### config.mk
export PLATFORM = sky130hd
export DESIGN_NAME = fft_buf_scheduler
export DESIGN_NICKNAME = d
export VERILOG_FILES = /design/src/rtl/fft_buf_scheduler.sv
export SDC_FILE = /design/constraint.sdc
export NUM_CORES = 1
export LEC_CHECK = 0
export CORE_ASPECT_RATIO = 0.5
export CORE_MARGIN = 2
export CORE_UTILIZATION = 34
export DETAILED_ROUTE_END_ITERATION = 6
export HOLD_SLACK_MARGIN = 0.1
export PLACE_DENSITY = 0.7
export SLEW_MARGIN = 20
export SYNTH_ARGS = -nofsm -noshare
export SYNTH_HDL_FRONTEND = slang
export SYNTH_SLANG_ARGS = --single-unit
### constraint.sdc
create_clock -name clk -period 2.19 [get_ports clk]
set_input_delay 0.3285 -clock clk [delete_from_list [all_inputs] [get_ports clk]]
set_output_delay 0.3285 -clock clk [all_outputs]
set_load 0.05 [all_outputs]
### src/rtl/fft_buf_scheduler.sv
// Single-port FFT sample RAM scheduler: captures one frame of DEPTH samples,
// then lends the RAM port to the analysis reader until the buffer is released.
module fft_buf_scheduler #(
    parameter int unsigned DW     = 16,
    parameter int unsigned AW     = 12,
    parameter int unsigned DEPTH  = 4096,
    parameter int unsigned RD_LAT = 1
) (
    input  logic          clk,
    input  logic          rst,
    input  logic          start,
    input  logic          buf_release,
    input  logic          smp_valid,
    input  logic [DW-1:0] smp_data,
    output logic          ram_we,
    output logic [AW-1:0] ram_addr,
    output logic [DW-1:0] ram_wdata,
    input  logic [DW-1:0] ram_rdata,
    input  logic          rd_req,
    input  logic [AW-1:0] rd_addr,
    output logic          rd_gnt,
    output logic          rd_valid,
    output logic [DW-1:0] rd_data,
    output logic          busy,
    output logic          buf_ready,
    output logic [7:0]    frame_cnt
);

    localparam int unsigned CW = AW + 1;
    localparam logic [AW-1:0] LAST_ADDR = AW'(DEPTH - 1);
    localparam logic [CW-1:0] DEPTH_EXT = CW'(DEPTH);

    typedef enum logic [1:0] {
        S_IDLE,
        S_CAPTURE,
        S_ANALYSE
    } state_t;

    state_t          state_q, state_d;
    logic [AW-1:0]   wr_cnt_q, wr_cnt_d;
    logic            we_d;
    logic [AW-1:0]   addr_d;
    logic [DW-1:0]   wdata_d;
    logic [7:0]      frame_d;
    logic            addr_in_range;
    logic [RD_LAT:0] rd_pipe_q;

    // DEPTH may equal 2**AW, so compare with one extra bit of headroom
    assign addr_in_range = ({1'b0, rd_addr} < DEPTH_EXT);

    // Next-state and next-output logic; port owner is decided by state alone
    always_comb begin
        state_d  = state_q;
        wr_cnt_d = wr_cnt_q;
        we_d     = 1'b0;
        addr_d   = ram_addr;
        wdata_d  = ram_wdata;
        frame_d  = frame_cnt;
        rd_gnt   = 1'b0;

        case (state_q)
            S_IDLE: begin
                if (start) begin
                    state_d = S_CAPTURE;
                end
            end
            S_CAPTURE: begin
                if (smp_valid) begin
                    we_d    = 1'b1;
                    addr_d  = wr_cnt_q;
                    wdata_d = smp_data;
                    if (wr_cnt_q == LAST_ADDR) begin
                        wr_cnt_d = '0;
                        frame_d  = frame_cnt + 8'd1;
                        state_d  = S_ANALYSE;
                    end else begin
                        wr_cnt_d = wr_cnt_q + AW'(1);
                    end
                end
            end
            S_ANALYSE: begin
                // A request in the release cycle is still honoured
                rd_gnt = rd_req & addr_in_range;
                if (rd_gnt) begin
                    addr_d = rd_addr;
                end
                if (buf_release) begin
                    state_d = S_IDLE;
                end
            end
            default: begin
                state_d = S_IDLE;
            end
        endcase
    end

    // State and registered outputs; the read pipeline drains across release
    always_ff @(posedge clk) begin
        if (rst) begin
            state_q   <= S_IDLE;
            wr_cnt_q  <= '0;
            ram_we    <= 1'b0;
            ram_addr  <= '0;
            ram_wdata <= '0;
            frame_cnt <= '0;
            busy      <= 1'b0;
            buf_ready <= 1'b0;
            rd_pipe_q <= '0;
        end else begin
            state_q   <= state_d;
            wr_cnt_q  <= wr_cnt_d;
            ram_we    <= we_d;
            ram_addr  <= addr_d;
            ram_wdata <= wdata_d;
            frame_cnt <= frame_d;
            busy      <= (state_d != S_IDLE);
            buf_ready <= (state_d == S_ANALYSE);
            rd_pipe_q <= {rd_pipe_q[RD_LAT-1:0], rd_gnt};
        end
    end

    assign rd_valid = rd_pipe_q[RD_LAT];
    assign rd_data  = ram_rdata;

endmodule
==> results.sh <==
export IMPL_r2r_start="wr_cnt_q[1]"
export IMPL_relSlewSlack_pct=64.9
export IMPL_endpoint_kind="register"
export IMPL_switching_power_w=0.000555
export IMPL_swShare_pct=24.3
export IMPL_synthMuxAreaShare_pct=5.61
export IMPL_dp_slack_ns=0.117
export IMPL_post_place_cells=422
export IMPL_wire_per_inst_um=12.8
export IMPL_cts_tree="built"
export IMPL_clkLatencyLatePin_ns=0.30
export IMPL_clk_pin_slew_ns=0.07
export IMPL_p_int_w=0.00173
export IMPL_num_antenna_cells=0
export IMPL_numClockSinks=55
export IMPL_yosysUniqueCellTypes=36
export IMPL_finalWorstSetupSlack_ns=0.182
export IMPL_drt_iter0_markers=110
export IMPL_final_core_util_pct=49.9
export IMPL_rr_worst_depth=5
export IMPL_synth_top_family_by_area="simple AND/OR/NAND/NOR gates"
export IMPL_leakagePower_nw=1.17
export IMPL_crit_fanout=7
export IMPL_clockRootBuffer="clkbuf_16"
export IMPL_skew_ns=0.00659
export IMPL_r2r_end="frame_cnt[7]"
export IMPL_crit_chain="ha_1 -> nand4_2 -> or4_4 -> or4_1 -> a21oi_1"
export IMPL_area_growth_syn_to_layout_pct=42.1
export IMPL_synth_area_sq_um=2340
export IMPL_final_cell_mix="clkdlybuf4s50_1, dfxtp_1, nand2_1"
export IMPL_hp_class="reg -> reg"
export IMPL_mostFrequentLayoutCell="clkdlybuf4s50_1"
export IMPL_htree_num_levels=2
export IMPL_drtAntennaViolNets=0
export IMPL_syn_num_nets=323
export IMPL_fp_dieW_um=121
export IMPL_start_util_pct=35.1
export IMPL_min_period_ns=2.01
export IMPL_tightestPinTransition_ns=0.525
export IMPL_layout_drive_gt1_share_pct=9.47
export IMPL_power_frac_seq_pct=45.7
export IMPL_finalWirelength_um=5510
export IMPL_fmax_mhz=498
export IMPL_synth_fa_ha_area_share_pct=1.07
export IMPL_rows=21
export IMPL_crit_required_ns=2.41
export IMPL_pwr_share_clk_pct=41.2
export IMPL_dpl_hpwl_um=4140
export IMPL_fin_nets=389
export IMPL_fin_cells=430
export IMPL_setup_viol=0
export IMPL_syn_mean_instance_area_sq_um=8.65
export IMPL_cp_endpoint="frame_cnt[7]"
export IMPL_rsz0062_at_grt="false"
export IMPL_synth_simple_gate_area_share_pct=21.6
export IMPL_grt_usage_pct=15.1
export IMPL_status="finished, final reports clean"
export IMPL_remaining_drc_errors=0
export IMPL_irDropWorstVdd_mv=0.342
export IMPL_grt_max_degree=25
export IMPL_yosys_warnings=0
export IMPL_pwr_share_comb_pct=13.1
export IMPL_critPathArrivalTime_ns=2.23
export IMPL_core_area_sq_um=6670
export IMPL_hold_violations=0
export IMPL_r2r_slack_ns=0.18
export IMPL_grt_antenna_before_repair=0
export IMPL_synth_seq_area_share_pct=47.0
export IMPL_slew_violations=0
export IMPL_power_density_nw_per_um2=687
export IMPL_path_class="reg -> reg"
export IMPL_critPathMaxStageDelay_ns=0.58
export IMPL_critPathLaunchType="register"
export IMPL_cts_made_buffers=5
export IMPL_synth_compound_area_share_pct=12.0
export IMPL_first_global_vias=2046
export IMPL_synth_seq_cells=55
export IMPL_first_pass_iters=4
export IMPL_finalCritPeriodShare_pct=91.7
export IMPL_place_gp_congestion=0.809
export IMPL_power_total_w=0.00229
export IMPL_vias=2059
export IMPL_post_cts_buffers=0
export IMPL_cp_slowest_cell="or4_4"
export IMPL_synth_xor_area_share_pct=4.11
export IMPL_grt_pass1_wl_um=9330
export IMPL_syn_inst=271
export IMPL_die_h_um=62.7
export IMPL_hold_buffers=0
export IMPL_cts_buffer_depth=2
export IMPL_final_setup_tns_ns=0
export IMPL_port_buffers=74
export IMPL_startpoint="wr_cnt_q[1]"
export IMPL_drt_vias_per_instance=4.79
export IMPL_grt_remaining_overflow=0
export IMPL_dieArea_sq_um=7610
export IMPL_ios=107
export IMPL_fill_cells=651
export IMPL_maxCapViolCount=0
==> metal layers <==
metal | vias to the layer above | wire length (um) | track usage (%)
met2 | 50 | 2600 | 25.6
met3 | 15 | 297 | 3.74
met1 | 946 | 2530 | 18.7
met5 | - | 0 | 0
met4 | 0 | 79 | 5.46
li1 | 1048 | - | -
==> Yosys cell counts <==
library cell,count,area (sq um)
a211oi_1,12,90.1
a21o_1,1,7.51
a21oi_1,25,125
a31o_2,1,8.76
and3_1,1,6.26
and3b_1,1,8.76
buf_1,2,7.51
buf_2,2,10.0
buf_4,16,120
clkbuf_1,10,37.5
clkbuf_2,1,5.00
dfxtp_1,55,1100
ha_1,2,25.0
inv_1,6,22.5
mux2_2,1,11.3
mux2i_1,12,120
nand2_1,43,161
nand2b_1,1,6.26
nand3_1,2,10.0
nand3b_1,2,15.0
nand4_1,7,43.8
nand4_2,1,12.5
nand4b_1,1,8.76
nor2_1,30,113
nor2b_1,4,25.0
nor3_1,3,15.0
nor4_1,2,12.5
nor4_2,1,12.5
o21ai_0,1,5.00
o22ai_1,1,6.26
o31ai_1,5,37.5
or2_2,2,12.5
or3_1,1,6.26
or4_1,5,37.5
xnor2_1,8,70.1
xor2_1,3,26.3
==> registers in the layout (all words and copies together), names as in the netlist, 2 cells and up <==
register / flops
wr_cnt_q: 12
ram_addr: 12
frame_cnt: 8
rd_pipe_q: 2
state_q: 2
ram_wdata: 16
==> cell families after synthesis <==
group           Yosys count
flops                    55
xor+xnor                 11
fa+ha+maj                 2
buf+inv                  37
compound gates           46
mux                      13
simple gates            107
==> worst max-delay path: cells and delay by family (launching register included) <==
family | cells | cell delay [ns]
AO/OA/AOI/OAI | 1 | 0.17
flip-flops | 1 | 0.34
adder cells (fa/ha/maj) | 1 | 0.20
AND/OR/NAND/NOR | 3 | 1.23
==> how the worst min path moves through the flow <==
stage / from / endpoint / slack, ns / cells after the start
3_5_place_dp: rd_pipe_q[0] / rd_pipe_q[1] / 0.43 / 1
6_report: ram_wdata[6] / ram_wdata[6] / 0.45 / 2
3_3_place_gp: rd_pipe_q[0] / rd_pipe_q[1] / 0.42 / 1
5_1_grt: rd_pipe_q[0] / rd_pipe_q[1] / 0.48 / 1
2_1_floorplan: rd_pipe_q[0] / rd_pipe_q[1] / 0.41 / 1
4_1_cts: ram_wdata[6] / ram_wdata[6] / 0.46 / 2
==> cell type report <==
cell class,instances,area [sq um],area share (%)
Timing Repair Buffer,90,871,26.1
Inverter,6,22.5,0.676
Clock inverter,2,38.8,1.16
Multi-Input combinational cell,179,1040,31.3
Sequential cell,55,1100,33.1
Clock buffer,6,139,4.17
Tap cell,92,115,3.46
==> repair_timing <==
item,4_1_cts,5_1_grt
gates resized for setup,0,1
endpoints found under the setup margin,0,1
hold endpoints to repair,0,0
==> metrics by stage <==
stage	area (sq um)	hold WS, ns
detailed placement	3150	0.432
finish	3330	0.455
global placement	3150	0.418
CTS	3330	0.458
global route	3330	0.482
floorplan	2340	0.414
==> power by group through the flow <==
stage / sequential [W] / combinational [W] / clock, W
3_3_place_gp: 0.00107 / 0.000297 / 0
4_1_cts: 0.00105 / 0.000302 / 0.000974
2_1_floorplan: 0.00116 / 0.000147 / 0
6_report: 0.00105 / 0.000299 / 0.000943
3_5_place_dp: 0.00107 / 0.000301 / 0
5_1_grt: 0.00105 / 0.000320 / 0.00101
No activity file was read; power rests on OpenSTA's default activity.
